File: src/rtl/kaipokrandt_mem_ctrl_pkg.sv
// Shared types and constants for the memory-path sequencer/arbiter.
package kaipokrandt_mem_ctrl_pkg;

  // Requester indices on the shared MDR/memory port.
  localparam logic REQ_FETCH = 1'b0;
  localparam logic REQ_EXEC  = 1'b1;

  // Transaction phases.
  typedef enum logic [2:0] {
    S_IDLE  = 3'd0,
    S_ADDR  = 3'd1,
    S_DATA  = 3'd2,
    S_WAIT  = 3'd3,
    S_LATCH = 3'd4,
    S_DRIVE = 3'd5,
    S_DONE  = 3'd6
  } state_e;

  // All registered strobes, grouped so they can be decoded and flopped together.
  typedef struct packed {
    logic [1:0] gnt;
    logic [1:0] done;
    logic       busy;
    logic       mar_load;
    logic       mdr_load_bus;
    logic       mdr_load_mem;
    logic       mdr_enable_bus;
    logic       mem_en;
    logic       mem_we;
  } strobes_t;

  // One-hot select of a requester.
  function automatic logic [1:0] onehot2(input logic sel);
    return (sel == REQ_EXEC) ? 2'b10 : 2'b01;
  endfunction

endpackage

File: src/rtl/kaipokrandt_rr_arb2.sv
// Two-way round-robin arbiter: a lone request wins outright; on a tie the
// requester that was not granted last time wins.
module kaipokrandt_rr_arb2
  import kaipokrandt_mem_ctrl_pkg::*;
(
  input  logic [1:0] req_i,
  input  logic       last_i,
  output logic       sel_o,
  output logic       valid_o
);

  // Pick the winner combinationally; the caller latches it on grant.
  always_comb begin
    valid_o = |req_i;
    if (&req_i) begin
      sel_o = ~last_i;
    end else begin
      sel_o = req_i[REQ_EXEC] ? REQ_EXEC : REQ_FETCH;
    end
  end

endmodule

File: src/rtl/kaipokrandt_mem_ctrl.sv
// Memory-path sequencer: arbitrates fetch/execute requesters onto the single
// MAR/MDR/memory port and runs each access as a fixed multi-cycle transaction.
//
//   state   | meaning
//   --------+-------------------------------------------------
//   S_IDLE  | no transaction; arbitrate any pending request
//   S_ADDR  | granted requester drives address, MAR loads
//   S_DATA  | write only: granted requester drives data, MDR loads
//   S_WAIT  | memory enabled for MEM_LAT cycles
//   S_LATCH | read only: MDR captures memory output
//   S_DRIVE | read only: MDR drives bus, done pulses
//   S_DONE  | write only: done pulses
//
// Strobes are decoded from the next state and flopped, so every output is a
// clean register that lines up with the state it belongs to.
module kaipokrandt_mem_ctrl
  import kaipokrandt_mem_ctrl_pkg::*;
#(
  parameter int unsigned MEM_LAT = 2
) (
  input  logic       clk,
  input  logic       reset,
  input  logic [1:0] req,
  input  logic [1:0] we,
  output logic [1:0] gnt,
  output logic [1:0] done,
  output logic       busy,
  output logic       mar_load,
  output logic       mdr_load_bus,
  output logic       mdr_load_mem,
  output logic       mdr_enable_bus,
  output logic       mem_en,
  output logic       mem_we
);

  localparam int unsigned      CNT_W    = $clog2(MEM_LAT) + 1;
  localparam logic [CNT_W-1:0] CNT_LAST = CNT_W'(MEM_LAT - 1);

  state_e           state_q, state_d;
  logic [CNT_W-1:0] cnt_q, cnt_d;
  logic             sel_q, sel_d;
  logic             wr_q, wr_d;
  logic             last_q, last_d;
  strobes_t         out_q, out_d;
  logic             arb_sel, arb_valid;

  kaipokrandt_rr_arb2 u_arb (
    .req_i   (req),
    .last_i  (last_q),
    .sel_o   (arb_sel),
    .valid_o (arb_valid)
  );

  // State, counter, latched transaction attributes and strobes.
  always_ff @(posedge clk or negedge reset) begin
    if (!reset) begin
      state_q <= S_IDLE;
      cnt_q   <= '0;
      sel_q   <= 1'b0;
      wr_q    <= 1'b0;
      last_q  <= 1'b1;
      out_q   <= '0;
    end else begin
      state_q <= state_d;
      cnt_q   <= cnt_d;
      sel_q   <= sel_d;
      wr_q    <= wr_d;
      last_q  <= last_d;
      out_q   <= out_d;
    end
  end

  // Next-state logic; requester and direction are frozen at grant.
  always_comb begin
    state_d = state_q;
    cnt_d   = cnt_q;
    sel_d   = sel_q;
    wr_d    = wr_q;
    last_d  = last_q;
    case (state_q)
      S_IDLE: begin
        if (arb_valid) begin
          state_d = S_ADDR;
          sel_d   = arb_sel;
          wr_d    = we[arb_sel];
          last_d  = arb_sel;
        end
      end
      S_ADDR:  state_d = wr_q ? S_DATA : S_WAIT;
      S_DATA:  state_d = S_WAIT;
      S_WAIT: begin
        if (cnt_q == CNT_LAST) begin
          cnt_d   = '0;
          state_d = wr_q ? S_DONE : S_LATCH;
        end else begin
          cnt_d = cnt_q + CNT_W'(1);
        end
      end
      S_LATCH: state_d = S_DRIVE;
      S_DRIVE: state_d = S_IDLE;
      S_DONE:  state_d = S_IDLE;
      default: state_d = S_IDLE;
    endcase
  end

  // Strobe decode from the next state, registered above.
  always_comb begin
    out_d      = '0;
    out_d.busy = (state_d != S_IDLE);
    case (state_d)
      S_ADDR: begin
        out_d.gnt      = onehot2(sel_d);
        out_d.mar_load = 1'b1;
      end
      S_DATA: begin
        out_d.gnt          = onehot2(sel_d);
        out_d.mdr_load_bus = 1'b1;
      end
      S_WAIT: begin
        out_d.mem_en = 1'b1;
        out_d.mem_we = wr_d;
      end
      S_LATCH: out_d.mdr_load_mem = 1'b1;
      S_DRIVE: begin
        out_d.mdr_enable_bus = 1'b1;
        out_d.done           = onehot2(sel_d);
      end
      S_DONE:  out_d.done = onehot2(sel_d);
      default: ;
    endcase
  end

  assign gnt            = out_q.gnt;
  assign done           = out_q.done;
  assign busy           = out_q.busy;
  assign mar_load       = out_q.mar_load;
  assign mdr_load_bus   = out_q.mdr_load_bus;
  assign mdr_load_mem   = out_q.mdr_load_mem;
  assign mdr_enable_bus = out_q.mdr_enable_bus;
  assign mem_en         = out_q.mem_en;
  assign mem_we         = out_q.mem_we;

endmodule
File: config.mk
export PLATFORM = sky130hd
export DESIGN_NAME = kaipokrandt_mem_ctrl
export DESIGN_NICKNAME = d
export VERILOG_FILES = /design/src/rtl/kaipokrandt_mem_ctrl_pkg.sv /design/src/rtl/kaipokrandt_rr_arb2.sv /design/src/rtl/kaipokrandt_mem_ctrl.sv
export SDC_FILE = /design/constraint.sdc
export NUM_CORES = 1
export LEC_CHECK = 0
export CORE_ASPECT_RATIO = 1.75
export CORE_MARGIN = 1.5
export CORE_UTILIZATION = 25
export DETAILED_ROUTE_END_ITERATION = 10
export MAX_ROUTING_LAYER = met4
export SKIP_LAST_GASP = 1
export SLEW_MARGIN = 20
export SYNTH_ARGS = -nofsm -noshare
export SYNTH_HDL_FRONTEND = slang
export SYNTH_SLANG_ARGS = --single-unit
File: constraint.sdc
create_clock -name clk -period 3.22 [get_ports clk]
set_input_delay 0.644 -clock clk [delete_from_list [all_inputs] [get_ports clk]]
set_output_delay 0.644 -clock clk [all_outputs]
set_load 0.02 [all_outputs]
==> results.cfg, run 1 <==
[sta]
setup_tns_ns = 0
fmax_mhz = 519.5
finalClockSkew_ns = 0.001527
min_period_over_period_pct = 59.78
slew_violations = 0
grt_setup_unrepaired = no
finalSetupViolations = 0
fin_crit_ns = 1.925
timing.slew.headroom_pct = 43.81
worst_pin_slew_ns = 0.8403
hold_viol = 0

[power_and_ir_drop]
seq_power_share_pct = 42.9
internal_power_mw = 0.6042
p_sw_share_pct = 37.31
p_leak_nw = 0.4576
power_density_mw_per_mm2 = 934.7
power.switching_mw = 0.3595
ir_drop_v = 0.0002222
comb_power_share_pct = 40.1
clock_power_share_pct = 16.9

[yosys]
syn-cell-area_um2 = 795.8
synth.area.top_cells = dfrtp_1 57%, nor2_1 4.7%, dfstp_2 3.3%, nand2_1 2.8%, a31oi_1 2.4%
netlist_instances = 70
syn_avg_cell_area_um2 = 11.37
yosysMostFrequentCell = dfrtp_1
ys_seq_elements = 19
ys_types = 30
ys_seq_area_share_pct = 59.91
synth_edf_count = 0
synth-main-ff-cell = dfrtp_1
netlist_top_cells_count = 18 x dfrtp_1, 10 x nor2_1, 6 x nand2_1
syn_nets = 76
synth_async_sr_flop_share_pct = 100.0
synth_top_area_share_pct = 56.60
yosys.area.top_type = dfrtp_1
yosys_warnings = 0

[route]
drc = 0
drt-total-wl_um = 1583
dr.pass1.iters = 4
ant_nets = 0
vias = 585
viasPerCell = 4.535
initialDrtViolationCount = 16
wl_per_cell_um = 12.27

[floorplan]
start_util_pct = 26.88
die_w_um = 45.65
ios = 17
rows = 26
core_area_mm2 = 0.002960
die_area_mm2 = 0.003544
dieHeight_um = 77.64

[finish]
final_area_mm2 = 0.001031
area_growth_pct = 29.56
nNetsFinal = 94
drive_above_1_share_pct = 12.64
register_area_um2 = 476.7
multi_input_area_um2 = 277.8
fillers = 310
antennaDiodeCount = 0
fin_cells = 129

[cts]
cts_buffers = 3
cts-root-buf = clkbuf_8
cts_resized = 0
clkSinkCount = 19
cts_tree = done
ctsHoldBuffers = 0
cts_setup_buffers = 0
path_clk_slew_ns = 0.07
clock_path_buffers = 2
htreeDepth = 1
clk_latency_ns = 0.25

[global_routing]
antenna_found_initial = 0
grt_pass1_vias = 611
grt_usage_pct = 11.30
grt_pass1_wl_um = 2787
overflow = 0
grt_max_degree = 20

[place]
numPortBuffers = 16
dpl_cell_area_um2 = 985.9
dpl.hpwl_um = 1147
dpl.cell_count = 125
gp_congestion = 0.7876

[critical_path]
crit_arrival_ns = 2.11
critPathKind = in -> reg
rr_startpoint = state_q[0]
crit_required_ns = 3.41
crit_fanout = 6
rrSetupSlack_ns = 1.57
reg2reg_depth = 3
endpoint_kind = flip-flop
critPathLaunchType = primary input
r2r-end = mem_we

[status]
status = completed

[worst_hold_path]
min_path_cells = 2
hold_path_end = sel_q
min-delay-start = sel_q
hold_class = reg -> reg

[flow_run]
maxCapViolCount = 0
## sequential cells by signal (all words and copies together), names as in the netlist
name and flops:
busy 1, cnt_q 2, mdr_load_bus 1, sel_q 1
last_q 1, mem_en 1, mem_we 1, state_q 3
gnt 2, mdr_enable_bus 1, wr_q 1, done 2
mdr_load_mem 1, mar_load 1
## stage by stage
step / hold WS [ns] / worst slack [ns] / util (%) / power (mW)
2_1_floorplan: 0.3484 / 1.717 / - / 0.6761
3_3_place_gp: 0.4905 / 1.081 / 33.31 / 0.7983
3_5_place_dp: 0.5101 / 1.026 / 33.31 / 0.8090
4_1_cts: 0.5248 / 1.301 / 34.83 / 0.9769
5_1_grt: 0.5682 / 1.194 / 34.83 / 1.037
6_report: 0.5220 / 1.295 / 34.83 / 0.9637
## cells by family (layout without fill, tap and decap cells)
logic type      count (synthesis)  in the layout  synth area share [%]
xor+xnor                        1              1                 1.101
simple gates                   25             25                 16.35
compound gates                 17             17                 17.45
flops                          19             19                 59.91
buf+inv                         8             25                 5.187
## critical path, stage by stage
cell             delay (ns)
clkdlybuf4s50_1        0.57
or4b_4                 0.49
a32oi_2                0.24
inv_2                  0.07
nor2_1                 0.10
## how the worst max path moves through the flow
stage,startpoint,end,slack [ns],depth (start not counted)
floorplan,req[0],done[0],1.72,4
global placement,req[0],done[0],1.08,5
detailed placement,req[0],done[0],1.03,5
CTS,req[0],done[0],1.30,5
global route,req[0],gnt[0],1.19,5
finish,req[0],done[0],1.30,5
## power groups by stage
| stage | registers (mW) | logic [mW] | clock network [mW] |
|---|---|---|---|
| 3_5_place_dp | 0.418 | 0.391 | 0 |
| 6_report | 0.414 | 0.387 | 0.163 |
| 2_1_floorplan | 0.428 | 0.248 | 0 |
| 4_1_cts | 0.414 | 0.394 | 0.170 |
| 3_3_place_gp | 0.417 | 0.382 | 0 |
| 5_1_grt | 0.429 | 0.428 | 0.180 |
## area by class of cell
type	count	area share, %
inverter	5	1.820
sequential	19	46.24
multi-input combinational	43	26.94
timing repair buffer	16	15.53
tap	42	5.097
clock buffer	4	4.369
## cell usage in the layout, fill, tap and decap left out, types with 3 or more instances in the layout
cell type,netlist,routed
inv_1,4,4
nor2_1,10,10
a21oi_1,3,3
nand2_1,6,6
nor3_1,3,3
dfrtp_1,18,18
clkbuf_8,0,3
clkdlybuf4s50_1,0,16
a31oi_1,3,3
## routing by layer
metal  wire length, um  up-vias  track usage [%]
met5                 0        -                -
met4                52        0            7.941
met3                55        4            2.093
met2               828       17            17.46
met1               647      287            12.37
li1                  -      277                -
Note: power is estimated with default switching activity, not from simulation.
==> inputs of run 2 (changes only) <==
- clock period: 3.22 -> 1.9 ns (I/O delays scaled with it)
==> results.cfg, run 2 (synthesized netlist as in run 1, its figures left out) <==
[cts]
cts_tree = done
clkSinkCount = 19
ctsHoldBuffers = 0
cts_resized = 0
clk_latency_ns = 0.25
cts-root-buf = clkbuf_8
cts_buffers = 3
cts_setup_buffers = 0
htreeDepth = 1
path_clk_slew_ns = 0.07
clock_path_buffers = 2

[sta]
setup_tns_ns = 0
finalSetupViolations = 0
worst_pin_slew_ns = 0.3308
min_period_over_period_pct = 86.65
timing.slew.headroom_pct = 77.95
grt_setup_unrepaired = no
hold_slack_ns = 0.4545
fmax_mhz = 607.4
fin_crit_ns = 1.646
slew_violations = 0
hold_viol = 0
finalClockSkew_ns = 0.001947

[route]
initialDrtViolationCount = 11
dr.pass1.iters = 2
drt-total-wl_um = 1609
ant_nets = 0
drc = 0
wl_per_cell_um = 12.10
vias = 580
viasPerCell = 4.361

[critical_path]
r2r-end = mem_we
crit_end = mem_we
rrSetupSlack_ns = 0.25
endpoint_kind = flip-flop
path_buf_inv = 0
critPathKind = reg -> reg
reg2reg_depth = 3
rr_startpoint = state_q[0]
max_stage_delay_ns = 0.56
crit_fanout = 11
crit_chain = or3_2 -> o21ba_2 -> a2111oi_2
cpLargestDelayFamily = simple AND/OR/NAND/NOR gates
crit_required_ns = 2.05
crit_path_top_delay_cell = or3_2
crit_arrival_ns = 1.80
critPathLaunchType = flip-flop
crit_start = state_q[0]
worst-path-stages = 3

[place]
numPortBuffers = 16
gp_congestion = 0.7541
dpl.hpwl_um = 1210

[finish]
multi_input_area_um2 = 277.8
antennaDiodeCount = 0
final_common_cell = dfrtp_1
area_growth_pct = 33.33
nNetsFinal = 98
regMostFlops = state_q
register_area_um2 = 476.7
post-route-util_pct = 35.84
fillers = 311
mostFrequentLayoutCells = 18 x dfrtp_1, 16 x clkdlybuf4s50_1, 10 x nor2_1
drive_above_1_share_pct = 16.48
largest_register_ffs = 3

[floorplan]
ios = 17
rows = 26
die_w_um = 45.65
core_area_mm2 = 0.002960
die_area_mm2 = 0.003544
dieHeight_um = 77.64
start_util_pct = 26.88

[power_and_ir_drop]
p_leak_nw = 0.4778
power_density_mw_per_mm2 = 1565
ir_drop_v = 0.0004122

[global_routing]
grt_max_degree = 20
grt_pass1_wl_um = 2780
overflow = 0
grt_pass1_vias = 628
grt_usage_pct = 11.16
antenna_found_initial = 0

[flow_run]
maxCapViolCount = 0

[status]
status = completed

[worst_hold_path]
hold_class = in -> async
## run 2: layout make-up
class,instances,area share (%)
flip-flops and latches,19,44.93
multi-input cells,43,26.18
repair buffers,20,17.92
well taps,42,4.953
clock buffers,4,4.245
inverters,5,1.769
## run 2: worst min-delay path by stage
stage / endpoint / slack, ns
after global placement: cnt_q[0] / 0.49
after floorplan: busy / 0.08
final: mar_load / 0.45
after detailed placement: cnt_q[0] / 0.50
after CTS: state_q[0] / 0.47
after global routing: busy / 0.48
## run 2: per-layer routing
| metal | track usage [%] | share of wire, % | wire length [um] | vias to the layer above |
|---|---|---|---|---|
| met3 | 1.395 | 3.6 | 58 | 4 |
| met4 | 7.059 | 2.9 | 47 | 0 |
| met2 | 18.87 | 54 | 864 | 14 |
| met5 | - | 0 | 0 | - |
| met1 | 11.34 | 40 | 639 | 277 |
| li1 | - | - | - | 285 |
## run 2: per-stage QoR
stage	std cells	setup slack (ns)	area (um^2)	power, mW
after floorplan	70	0.4666	795.8	1.146
after global placement	129	0.1136	1016	1.382
after detailed placement	129	0.08277	1016	1.396
after CTS	133	0.2557	1061	1.677
after global routing	133	0.2053	1061	1.772
final	133	0.2536	1061	1.661
## run 2: where the power goes
group | total (mW) | switching, mW | internal, mW
Sequential | 0.695 | 0.136 | 0.558
Combinational | 0.688 | 0.352 | 0.336
Clock | 0.278 | 0.129 | 0.149
Total | 1.66 | 0.617 | 1.04
==> inputs of run 3 (changes only) <==
- clock period: 1.9 -> 2.1 ns (I/O delays scaled with it)
==> results.cfg, run 3 (synthesized netlist as in run 1, its figures left out) <==
[route]
dr.pass1.iters = 3
initialDrtViolationCount = 2
vias = 574
drc = 0
wl_per_cell_um = 11.53
viasPerCell = 4.382
ant_nets = 0
drt-total-wl_um = 1511

[sta]
min_period_over_period_pct = 79.50
finalSetupViolations = 0
timing.slew.headroom_pct = 75.69
fin_crit_ns = 1.670
grt_setup_unrepaired = no
setup_tns_ns = 0
worst_pin_slew_ns = 0.3647
hold_viol = 0
slew_violations = 0
fmax_mhz = 599.0
finalClockSkew_ns = 0.002430

[cts]
htreeDepth = 1
cts_resized = 0
cts_tree = done
cts_setup_buffers = 0
clock_path_buffers = 2
clk_latency_ns = 0.25
path_clk_slew_ns = 0.06
cts_buffers = 3
clkSinkCount = 19
cts-root-buf = clkbuf_8
ctsHoldBuffers = 0

[floorplan]
rows = 26
start_util_pct = 26.88
die_area_mm2 = 0.003544
ios = 17
dieHeight_um = 77.64
die_w_um = 45.65
core_area_mm2 = 0.002960

[power_and_ir_drop]
power.switching_mw = 0.5430
power_density_mw_per_mm2 = 1414
comb_power_share_pct = 40.7
internal_power_mw = 0.9362
clock_power_share_pct = 16.6
power.total_mw = 1.479
p_sw_share_pct = 36.71
seq_power_share_pct = 42.7
ir_drop_v = 0.0003795
p_leak_nw = 0.4677

[critical_path]
rr_startpoint = state_q[0]
crit_fanout = 6
critPathKind = in -> reg
crit_start = req[0]
max_stage_delay_ns = 0.56
reg2reg_depth = 3
crit_arrival_ns = 1.86
crit_path_top_delay_cell = clkdlybuf4s50_1
crit_required_ns = 2.29
crit_chain = clkdlybuf4s50_1 -> or4b_4 -> a32oi_2 -> inv_2 -> nor2_1
rrSetupSlack_ns = 0.46
r2r-end = mem_we
critPathLaunchType = primary input
endpoint_kind = flip-flop

[place]
numPortBuffers = 16
gp_congestion = 0.7693
dpl.hpwl_um = 1106

[global_routing]
grt_usage_pct = 10.80
grt_max_degree = 20
grt_pass1_vias = 593
overflow = 0
grt_pass1_wl_um = 2608
antenna_found_initial = 0

[flow_run]
maxCapViolCount = 0

[finish]
mostFrequentLayoutCells = 18 x dfrtp_1, 16 x clkdlybuf4s50_1, 10 x nor2_1
final_common_cell = dfrtp_1
post-route-util_pct = 35.33
drive_above_1_share_pct = 14.61
nNetsFinal = 96
regMostFlops = state_q
antennaDiodeCount = 0
area_growth_pct = 31.45
largest_register_ffs = 3

[worst_hold_path]
hold_class = in -> async

[status]
status = completed
-- run 3: layout make-up --
class / instances / area, um^2
Multi-Input combinational cell: 43 / 277.8
Inverter: 5 / 18.77
Timing Repair Buffer: 18 / 175.2
Clock buffer: 4 / 45.04
Tap cell: 42 / 52.55
Fill cell: 305 / 1914
Sequential cell: 19 / 476.7
-- run 3: worst max path at each step --
stage | endpoint | slack [ns] | cells after the start
floorplan | done[0] | 0.67 | 5
global placement | gnt[0] | 0.18 | 5
detailed placement | done[0] | 0.15 | 5
CTS | done[0] | 0.42 | 5
global route | gnt[0] | 0.32 | 5
finish | done[0] | 0.43 | 5
-- run 3: metal layers --
metal / GRT usage [%] / part of all wire [%]
met1: 10.77 / 39
met2: 17.04 / 53
met3: 1.395 / 3.4
met4: 9.706 / 4.8
met5: - / 0
-- run 3: power groups by stage --
| stage | clock network (mW) | registers, mW | logic, mW |
|---|---|---|---|
| 3_3_place_gp | 0 | 0.637 | 0.596 |
| 5_1_grt | 0.274 | 0.656 | 0.661 |
| 2_1_floorplan | 0 | 0.656 | 0.380 |
| 4_1_cts | 0.258 | 0.631 | 0.612 |
| 3_5_place_dp | 0 | 0.636 | 0.607 |
| 6_report | 0.246 | 0.632 | 0.601 |
-- run 3: through the flow --
step | setup WS [ns] | hold slack, ns | cells | area [um^2]
2_1_floorplan | 0.6666 | 0.1244 | 70 | 795.8
3_3_place_gp | 0.1848 | 0.4901 | 127 | 1001
3_5_place_dp | 0.1455 | 0.5007 | 127 | 1001
4_1_cts | 0.4223 | 0.4997 | 131 | 1046
5_1_grt | 0.3185 | 0.5093 | 131 | 1046
6_report | 0.4305 | 0.4896 | 131 | 1046
-- run 3: critical path: cells and delay by family --
| kind | cells | cell delay [ns] |
|---|---|---|
| buffers and inverters | 2 | 0.62 |
| AOI/OAI and AO/OA | 1 | 0.23 |
| and+or+nand+nor | 2 | 0.58 |
